$ cat src/rtl/ccmp_in_reg.sv
// ccmp_in_reg -- input buffer of the CCMP engine.
//
// Packs the 8-bit payload byte stream coming from the Tx/Rx FIFO into
// 128-bit blocks for the AES/CCM core. The first byte of a block lands in
// ccmInData[7:0]. Every block carries a valid-byte count (minus one) and a
// last-block flag. A partial final block is zero-padded because the buffer
// is cleared whenever a block is handed over.
//
// Ports
//   pClk, nPRst          clock, asynchronous active-low reset
//   nSRst                synchronous active-low software reset
//   rxError_p,tcTxErrorP error pulses, flush the buffer on the next edge
//   byteIn/Valid/Last    byte stream from the FIFO
//   byteInReady          buffer can take a byte this cycle
//   ccmInData/Len/Last   block towards the CCM core, held while ccmInValid
//   ccmInValid           block held and valid (level)
//   ccmInAccept_p        CCM core takes the block (one-cycle pulse)
//
// Configuration
//   CCMP_IN_DOUBLE_BUF_EN  when defined, a second 128-bit holding register
//                          drives the ccmIn* outputs so the next block can
//                          fill while the previous one waits for the core.
//                          Undefined (default): single buffer.

module ccmp_in_reg (
  input  logic         pClk,
  input  logic         nPRst,
  input  logic         nSRst,
  input  logic         rxError_p,
  input  logic         tcTxErrorP,
  input  logic [7:0]   byteIn,
  input  logic         byteInValid,
  input  logic         byteInLast,
  output logic         byteInReady,
  output logic [127:0] ccmInData,
  output logic         ccmInValid,
  output logic [3:0]   ccmInLen,
  output logic         ccmInLast,
  input  logic         ccmInAccept_p
);

  // FILL: collecting bytes; FULL: fill buffer complete and waiting
  typedef enum logic [0:0] {
    FILL = 1'b0,
    FULL = 1'b1
  } state_t;

  state_t     state;
  logic [3:0] ptr;

  // Error pulses and the software reset share one synchronous clear path;
  // it wins over any transfer or accept in the same cycle.
  logic flush;
  logic xfer;
  logic block_done;

  assign flush      = rxError_p | tcTxErrorP | ~nSRst;
  assign xfer       = byteInValid & byteInReady;
  assign block_done = xfer & ((ptr == 4'hF) | byteInLast);

`ifdef CCMP_IN_DOUBLE_BUF_EN

  logic [127:0] fill_data;
  logic [127:0] fill_next;
  logic [3:0]   fill_len;
  logic         fill_last;
  logic         hold_free;

  // The holding register can be loaded this cycle if empty or being taken now.
  assign hold_free = ~ccmInValid | ccmInAccept_p;

  // Fill buffer with the incoming byte merged into lane ptr.
  always_comb begin
    fill_next                     = fill_data;
    fill_next[{ptr, 3'b000} +: 8] = byteIn;
  end

  // Fill/hold sequencing and registered outputs.
  always_ff @(posedge pClk or negedge nPRst) begin
    if (!nPRst) begin
      state       <= FILL;
      ptr         <= 4'h0;
      fill_data   <= 128'h0;
      fill_len    <= 4'h0;
      fill_last   <= 1'b0;
      byteInReady <= 1'b1;
      ccmInData   <= 128'h0;
      ccmInValid  <= 1'b0;
      ccmInLen    <= 4'h0;
      ccmInLast   <= 1'b0;
    end else if (flush) begin
      state       <= FILL;
      ptr         <= 4'h0;
      fill_data   <= 128'h0;
      fill_len    <= 4'h0;
      fill_last   <= 1'b0;
      byteInReady <= 1'b1;
      ccmInData   <= 128'h0;
      ccmInValid  <= 1'b0;
      ccmInLen    <= 4'h0;
      ccmInLast   <= 1'b0;
    end else begin
      case (state)
        FILL: begin
          if (block_done) begin
            ptr <= 4'h0;
            if (hold_free) begin
              // Completed block bypasses straight into the holding register.
              ccmInData  <= fill_next;
              ccmInLen   <= ptr;
              ccmInLast  <= byteInLast;
              ccmInValid <= 1'b1;
              fill_data  <= 128'h0;
            end else begin
              fill_data   <= fill_next;
              fill_len    <= ptr;
              fill_last   <= byteInLast;
              state       <= FULL;
              byteInReady <= 1'b0;
            end
          end else begin
            if (xfer) begin
              fill_data <= fill_next;
              ptr       <= ptr + 4'd1;
            end
            if (ccmInAccept_p) begin
              ccmInData  <= 128'h0;
              ccmInValid <= 1'b0;
              ccmInLen   <= 4'h0;
              ccmInLast  <= 1'b0;
            end
          end
        end
        FULL: begin
          // Holding register is occupied here; an accept swaps in the fill block.
          if (ccmInAccept_p) begin
            ccmInData   <= fill_data;
            ccmInLen    <= fill_len;
            ccmInLast   <= fill_last;
            ccmInValid  <= 1'b1;
            fill_data   <= 128'h0;
            fill_len    <= 4'h0;
            fill_last   <= 1'b0;
            state       <= FILL;
            byteInReady <= 1'b1;
          end
        end
        default: begin
          state       <= FILL;
          byteInReady <= 1'b1;
        end
      endcase
    end
  end

`else

  // Single-buffer FSM; ccmInData is the packing register itself.
  always_ff @(posedge pClk or negedge nPRst) begin
    if (!nPRst) begin
      state       <= FILL;
      ptr         <= 4'h0;
      byteInReady <= 1'b1;
      ccmInData   <= 128'h0;
      ccmInValid  <= 1'b0;
      ccmInLen    <= 4'h0;
      ccmInLast   <= 1'b0;
    end else if (flush) begin
      state       <= FILL;
      ptr         <= 4'h0;
      byteInReady <= 1'b1;
      ccmInData   <= 128'h0;
      ccmInValid  <= 1'b0;
      ccmInLen    <= 4'h0;
      ccmInLast   <= 1'b0;
    end else begin
      case (state)
        FILL: begin
          if (xfer) begin
            ccmInData[{ptr, 3'b000} +: 8] <= byteIn;
            if (block_done) begin
              state       <= FULL;
              ccmInLen    <= ptr;
              ccmInLast   <= byteInLast;
              ccmInValid  <= 1'b1;
              byteInReady <= 1'b0;
              ptr         <= 4'h0;
            end else begin
              ptr <= ptr + 4'd1;
            end
          end
        end
        FULL: begin
          // Clearing on hand-over is what zero-pads the next partial block.
          if (ccmInAccept_p) begin
            state       <= FILL;
            ccmInData   <= 128'h0;
            ccmInValid  <= 1'b0;
            ccmInLen    <= 4'h0;
            ccmInLast   <= 1'b0;
            byteInReady <= 1'b1;
          end
        end
        default: begin
          state       <= FILL;
          byteInReady <= 1'b1;
        end
      endcase
    end
  end

`endif

endmodule
$ cat config.mk
export PLATFORM = sky130hd
export DESIGN_NAME = ccmp_in_reg
export DESIGN_NICKNAME = d
export VERILOG_FILES = /design/src/rtl/ccmp_in_reg.sv
export SDC_FILE = /design/constraint.sdc
export NUM_CORES = 1
export LEC_CHECK = 0
export CORE_MARGIN = 8
export CORE_UTILIZATION = 44
export CTS_BUF_LIST = sky130_fd_sc_hd__clkbuf_8
export CTS_CLUSTER_DIAMETER = 30
export DETAILED_ROUTE_END_ITERATION = 6
export HOLD_SLACK_MARGIN = 0.02
export PLACE_DENSITY = 0.73
export SLEW_MARGIN = 20
export SYNTH_ARGS = -nofsm -noshare
export SYNTH_HDL_FRONTEND = slang
export SYNTH_SLANG_ARGS = --single-unit
$ cat constraint.sdc
create_clock -name pClk -period 2.85 [get_ports pClk]
set_input_delay 0.285 -clock pClk [delete_from_list [all_inputs] [get_ports pClk]]
set_output_delay 0.285 -clock pClk [all_outputs]
set_load 0.1 [all_outputs]
==> metrics, run 1 <==
run status=complete, but fails checks; failing checks=negative hold slack; first-pass GRT wire length=27.6 mm; GRT Overall Usage=20.8%; worst-case clock buffer depth=2; Hold Violations, Final=11; crit path launch type=register; Leakage=3.79 nW; syn nets=500; Yosys cell types=51; crit path kind=reg2reg; Min-Delay Path Class=in2async; Top Usage Layer GRT=met2; Power per Cell Area=roughly 500 nW/um^2; dpl hpwl=12.4 mm; P&R area growth vs syn=30.8%; routed vias/inst=5.73; Worst-Margin Slew=0.938 ns; H-tree Lvls=4; Placer Congestion=~0.85; vias in the first global route=5031; final setup fails=0; Post-synth EDFFs=0; Pre-antenna DRT Iters=5; Worst setup EP type=register; Reg2Reg Depth=6; final cycle utilization of the critical path=87.3%; initial antenna violation count=0; max frequency=between 400 and 500 MHz; CP Max Fanout=9; Num CTS Buffers=17; clk_skew=0.0137 ns; CTS clk-pin slew, worst paths=around 0.08 ns; core area=13100 um^2; # DRC=0; Syn Std Cell Area=5820 um^2; Worst R2R Setup Slack=~0.36 ns; via count=4766; Worst R2R End=ccmInData[44]; clk root buf=clkbuf_8; Starting Density=between 40% and 50%; TritonCTS clock tree=yes; final WL=17.4 mm; fin. max-slew vios=0; VDD IR max=252 uV; met2 usage=30.8%; met3 global-route usage=6.66%; Top FF cell, synth=dfrtp_1; largest net degree at the start of global routing=122; Die W=131 um; Synthesis Warnings=0; Die Y=~130 um; final hold slack=-0.00325 ns; number of synthesized register bits=140; Post-CTS Setup Inserts=0; die area=between 15000 and 20000 um^2; Routed WL per cell=20.9 um; # rows=42; number of max-cap violations=0; Antenna Nets Post-Route=0; hold buffer count at cts=0; Buffers on Ports=150; Layout Nets=663; n_diodes=0; clk_lat worst skew=0.44 ns; setup TNS=0 ns; endpoint required time on the critical path=around 3.2 ns; Fill cells=1100; fraction of layout cells with a size suffix above 1=30.9%; CTS Sinks=140; # IOs=151; Synth Instances=480; total global routing overflow=0; DR iter-0 viols=380; Worst EP arrival=2.81 ns; reg-to-reg startpoint=ptr[0]; syn avg cell area=12.1 um^2; Rel. slew slack=37.5%; met1 usage=around 28%; Post-Layout Cell Count=832; asr flop ratio synth=100%; unrepaired setup endpoints after global routing=no; Post-CTS Resized=0; Placed Cells incl. Taps=800; sequential area share after synthesis=around 60%; Tmin final=2.49 ns
-- placed cells by master (no fill, tap or decap), types with 3 or more instances in the layout --
cell type	synthesis	final
mux2i_1	17	17
clkdlybuf4s50_1	0	14
o21ai_0	6	6
nand2b_1	5	5
nor2_1	11	11
clkinv_2	0	6
o21ai_1	3	3
o2bb2ai_1	64	64
a31oi_1	5	5
clkinv_4	0	3
inv_6	0	3
and4_1	4	4
nand4_1	3	3
buf_4	0	153
nand3_1	6	6
nand2_1	58	58
dfrtp_1	139	139
inv_1	27	28
a22o_1	37	37
ha_1	4	4
clkbuf_8	0	18
a21oi_1	9	9
o22ai_1	18	18
-- cell families (layout without fill, tap and decap cells) --
logic type / count (synthesis) / count (layout) / share of synthesized area [%]
AOI/OAI and AO/OA: 154 / 154 / 21.1
buffers and inverters: 51 / 227 / 3.64
and+or+nand+nor: 112 / 112 / 10.9
DFF: 140 / 140 / 60.3
adders and majority gates: 4 / 4 / 0.861
xor gates and xnor gates: 2 / 2 / 0.301
muxes: 17 / 17 / 2.93
-- routing by layer --
layer	wire length (um)	vias to the layer above
met5	0	-
met4	285	0
met3	1670	25
met2	7710	229
met1	7700	2395
li1	-	2117
-- critical path, stage by stage (launching register included) --
cell and delay, ns:
dfrtp_1 0.39, inv_1 0.16, ha_1 0.34, or4b_2 0.64, mux2i_1 0.28, a21oi_1 0.27, a22o_1 0.30
-- worst max path at each step --
stage | from | endpoint | cells after the start
2_1_floorplan | ptr[0] | ccmInData[24] | 9
3_3_place_gp | tcTxErrorP | ccmInData[41] | 5
3_5_place_dp | tcTxErrorP | ccmInData[47] | 5
4_1_cts | ptr[0] | ccmInData[45] | 6
5_1_grt | ptr[0] | ccmInData[45] | 6
6_report | ptr[0] | ccmInData[44] | 6
-- sequential cells by signal, summed over array words and instances (netlist names) --
register / count
ccmInValid: 1
ptr: 4
ccmInLen: 4
byteInReady: 1
ccmInLast: 1
ccmInData: 128
state: 1
-- where the power goes --
group,internal [W],switching (W),leakage (nW)
combinational,0.0000571,0.000174,1.63
clock,0.000776,0.000783,0.205
sequential,0.00199,0.00000348,1.95
-- through the flow --
| stage | worst slack, ns | util, % | area (um^2) | total power [W] |
|---|---|---|---|---|
| global placement | 0.301 | 55.2 | 7230 | 0.00226 |
| finish | 0.363 | 58.1 | 7610 | 0.00378 |
| global route | 0.233 | 58.1 | 7610 | 0.00390 |
| floorplan | 0.323 | - | 5820 | 0.00214 |
| detailed placement | 0.226 | 55.2 | 7230 | 0.00226 |
| CTS | 0.395 | 58.1 | 7610 | 0.00381 |
-- Yosys cell counts (all sizes together), types with 2 or more instances --
cell | count | area share [%]
a21oi | 10 | 0.93
a22o | 37 | 5.6
a22oi | 3 | 0.62
a31o | 2 | 0.30
a31oi | 5 | 0.54
and3 | 2 | 0.22
and4 | 4 | 0.60
buf | 15 | 1.3
clkbuf | 9 | 0.58
dfrtp | 139 | 60
ha | 4 | 0.86
inv | 27 | 1.7
mux2i | 17 | 2.9
nand2 | 58 | 3.7
nand2b | 5 | 0.54
nand3 | 6 | 0.52
nand4 | 5 | 1.1
nor2 | 11 | 0.71
nor2b | 2 | 0.22
nor3 | 3 | 0.34
nor4 | 3 | 0.58
nor4b | 2 | 0.67
o21ai | 9 | 0.77
o22ai | 18 | 1.9
o2bb2ai | 64 | 9.6
or2 | 2 | 0.22
or3b | 2 | 0.30
or4b | 2 | 0.41
xnor2 | 2 | 0.30
-- final cells by class --
cell class                      instances  area, um^2  share of cell area, %
Sequential cell                       140        3500                   46.1
Multi-Input combinational cell        289        2100                   27.6
Timing Repair Buffer                  168        1300                   17.1
Clock buffer                           17         234                   3.08
Tap cell                              176         220                   2.89
Clock inverter                         15         146                   1.92
Inverter                               27         101                   1.33
Power figures use the tool's default switching activity.
==> run 2, diff against run 1 <==
- CORE_MARGIN: 8 -> 3
==> run 2 against run 1 <==
  * Non-clock buffer count unchanged
  * Flip-flop and latch count unchanged
  * Clock skew down 0.0027 ns
  * Critical endpoint is now ccmInData[40]
  * Register-to-register slack worse by 0.05 ns
  * Highest routed layer unchanged
  * Worst hold slack better by 0.37 ns
  * Sequential power about the same
  * Critical path depth unchanged
  * Count of clock-buffer cells in the layout up 2
  * The run now ends clean
==> metrics, run 2 (same netlist as run 1, synthesis figures left out) <==
H-tree Lvls=4; final hold slack=0.364 ns; Num CTS Buffers=17; TritonCTS clock tree=yes; Biggest register=ccmInData; Leakage=between 3 and 4 nW; n_diodes=0; final cycle utilization of the critical path=89.0%; met3 WL=1.48 mm; routed vias/inst=5.70; Worst-Margin Slew=between 0.6 and 0.7 ns; met2 WL post-DR=7.79 mm; fraction of layout cells with a size suffix above 1=a little under a third; setup TNS=0 ns; unrepaired setup endpoints after global routing=no; # IOs=151; commonest cells after routing, fill and taps aside=buf_4, dfrtp_1, o2bb2ai_1, nand2_1, a22o_1; clk_lat worst skew=0.44 ns; top flop regs=ccmInData x128, ccmInLen x4, ptr x4; first-pass GRT wire length=between 20 and 30 mm; # DRC=0; crit path launch type=register; final WL=between 15 and 20 mm; core area=12800 um^2; Placer Congestion=0.860; final setup fails=0; Tmin final=2.54 ns; Post-CTS Setup Inserts=0; Post-CTS Resized=0; Power per Cell Area=about 490 nW/um^2; endpoint required time on the critical path=around 3.2 ns; clk root buf=clkbuf_8; Worst EP arrival=approximately 2.9 ns; via count=4719; fin. max-slew vios=0; top layer in use=met4; largest net degree at the start of global routing=58; total power=around 0.0037 W; die area=14600 um^2; number of max-cap violations=0; Buffers on Ports=150; Layout Nets=663; CP Max Fanout=9; worst slack, placed=approximately 0.2 ns; Largest register FFs=128; max frequency=394 MHz; Routed WL per cell=20.1 um; CTS clk-pin slew, worst paths=around 0.08 ns; fin area=7600 um^2; Hold Violations, Final=0; Min-Delay Path Class=in2async; GRT Overall Usage=23.5%; Die Y=121 um; commonest non-fill, non-tap cell in the layout=buf_4; initial antenna violation count=0; Starting Density=45.5%; run status=complete, no violations; CTS Sinks=140; P&R area growth vs syn=30.7%; crit path kind=reg2reg; vias in the first global route=4855; VDD IR max=roughly 260 uV; Worst setup EP type=register; clk_skew=0.0110 ns; DP Area=approximately 7200 um^2; Pre-antenna DRT Iters=5; DR iter-0 viols=between 300 and 400; worst setup margin=0.312 ns; dpl hpwl=11.7 mm; Die W=121 um; Antenna Nets Post-Route=0; # rows=41; M1 WL=approximately 7 mm; worst-case clock buffer depth=2; Rel. slew slack=approximately 54%; total global routing overflow=0
run 2: changes by cell type in the layout (fill, tap and decap cells not counted), sizes merged:
cell and change:
bufinv -1, clkinv -3, clkinvlp +5, dlygate4sd3 +1, inv -3, clkbuf +1
run 2: per-layer routing:
layer  global-route usage, %  vias to the layer above
met5                       0                        -
met4                    6.52                        0
met3                    7.46                       24
met2                    35.7                      219
met1                    32.8                     2356
li1                        -                     2120
run 2: critical path: stages, from the launching register on:
cell	delay, ns
dfrtp_1	0.38
inv_1	0.17
ha_1	0.37
or4b_2	0.64
mux2i_1	0.28
a21oi_1	0.27
a22o_1	0.32
run 2: path summary, 6_finish.rpt:
check,startpoint,to,slack (ns),cells after the start
worst min register to register,ccmInData[66],ccmInData[66],0.50,1
worst min-delay path,nPRst,ccmInData[8],0.36,2
worst max-delay path,ptr[0],ccmInData[40],0.31,6
min in group pClk,ccmInData[66],ccmInData[66],0.50,1
worst max register to register,ptr[0],ccmInData[40],0.31,6
max in group asynchronous,nPRst,ptr[1],1.63,3
run 2: what timing repair did:
action | CTS | global route
hold endpoints to repair | 54 | 0
setup endpoints to repair | 0 | 0
hold buffers | 1 | 0
run 2: cell type report:
class,instances,area [um^2]
Fill cell,1065,5170
Sequential cell,140,3500
Multi-Input combinational cell,289,2100
Timing Repair Buffer,168,1300
Clock buffer,19,262
Tap cell,172,215
Clock inverter,13,118
Inverter,27,101
run 2: per-stage QoR:
stage               instances  util [%]
floorplan                 480         -
global placement          795      56.5
detailed placement        795      56.5
CTS                       828      59.5
global route              828      59.5
finish                    828      59.5
run 2: power by group:
group	internal, W	switching [W]	leakage [nW]
logic	0.0000570	0.000174	1.63
registers	0.00199	0.00000358	1.95
clock network	0.000736	0.000787	0.180
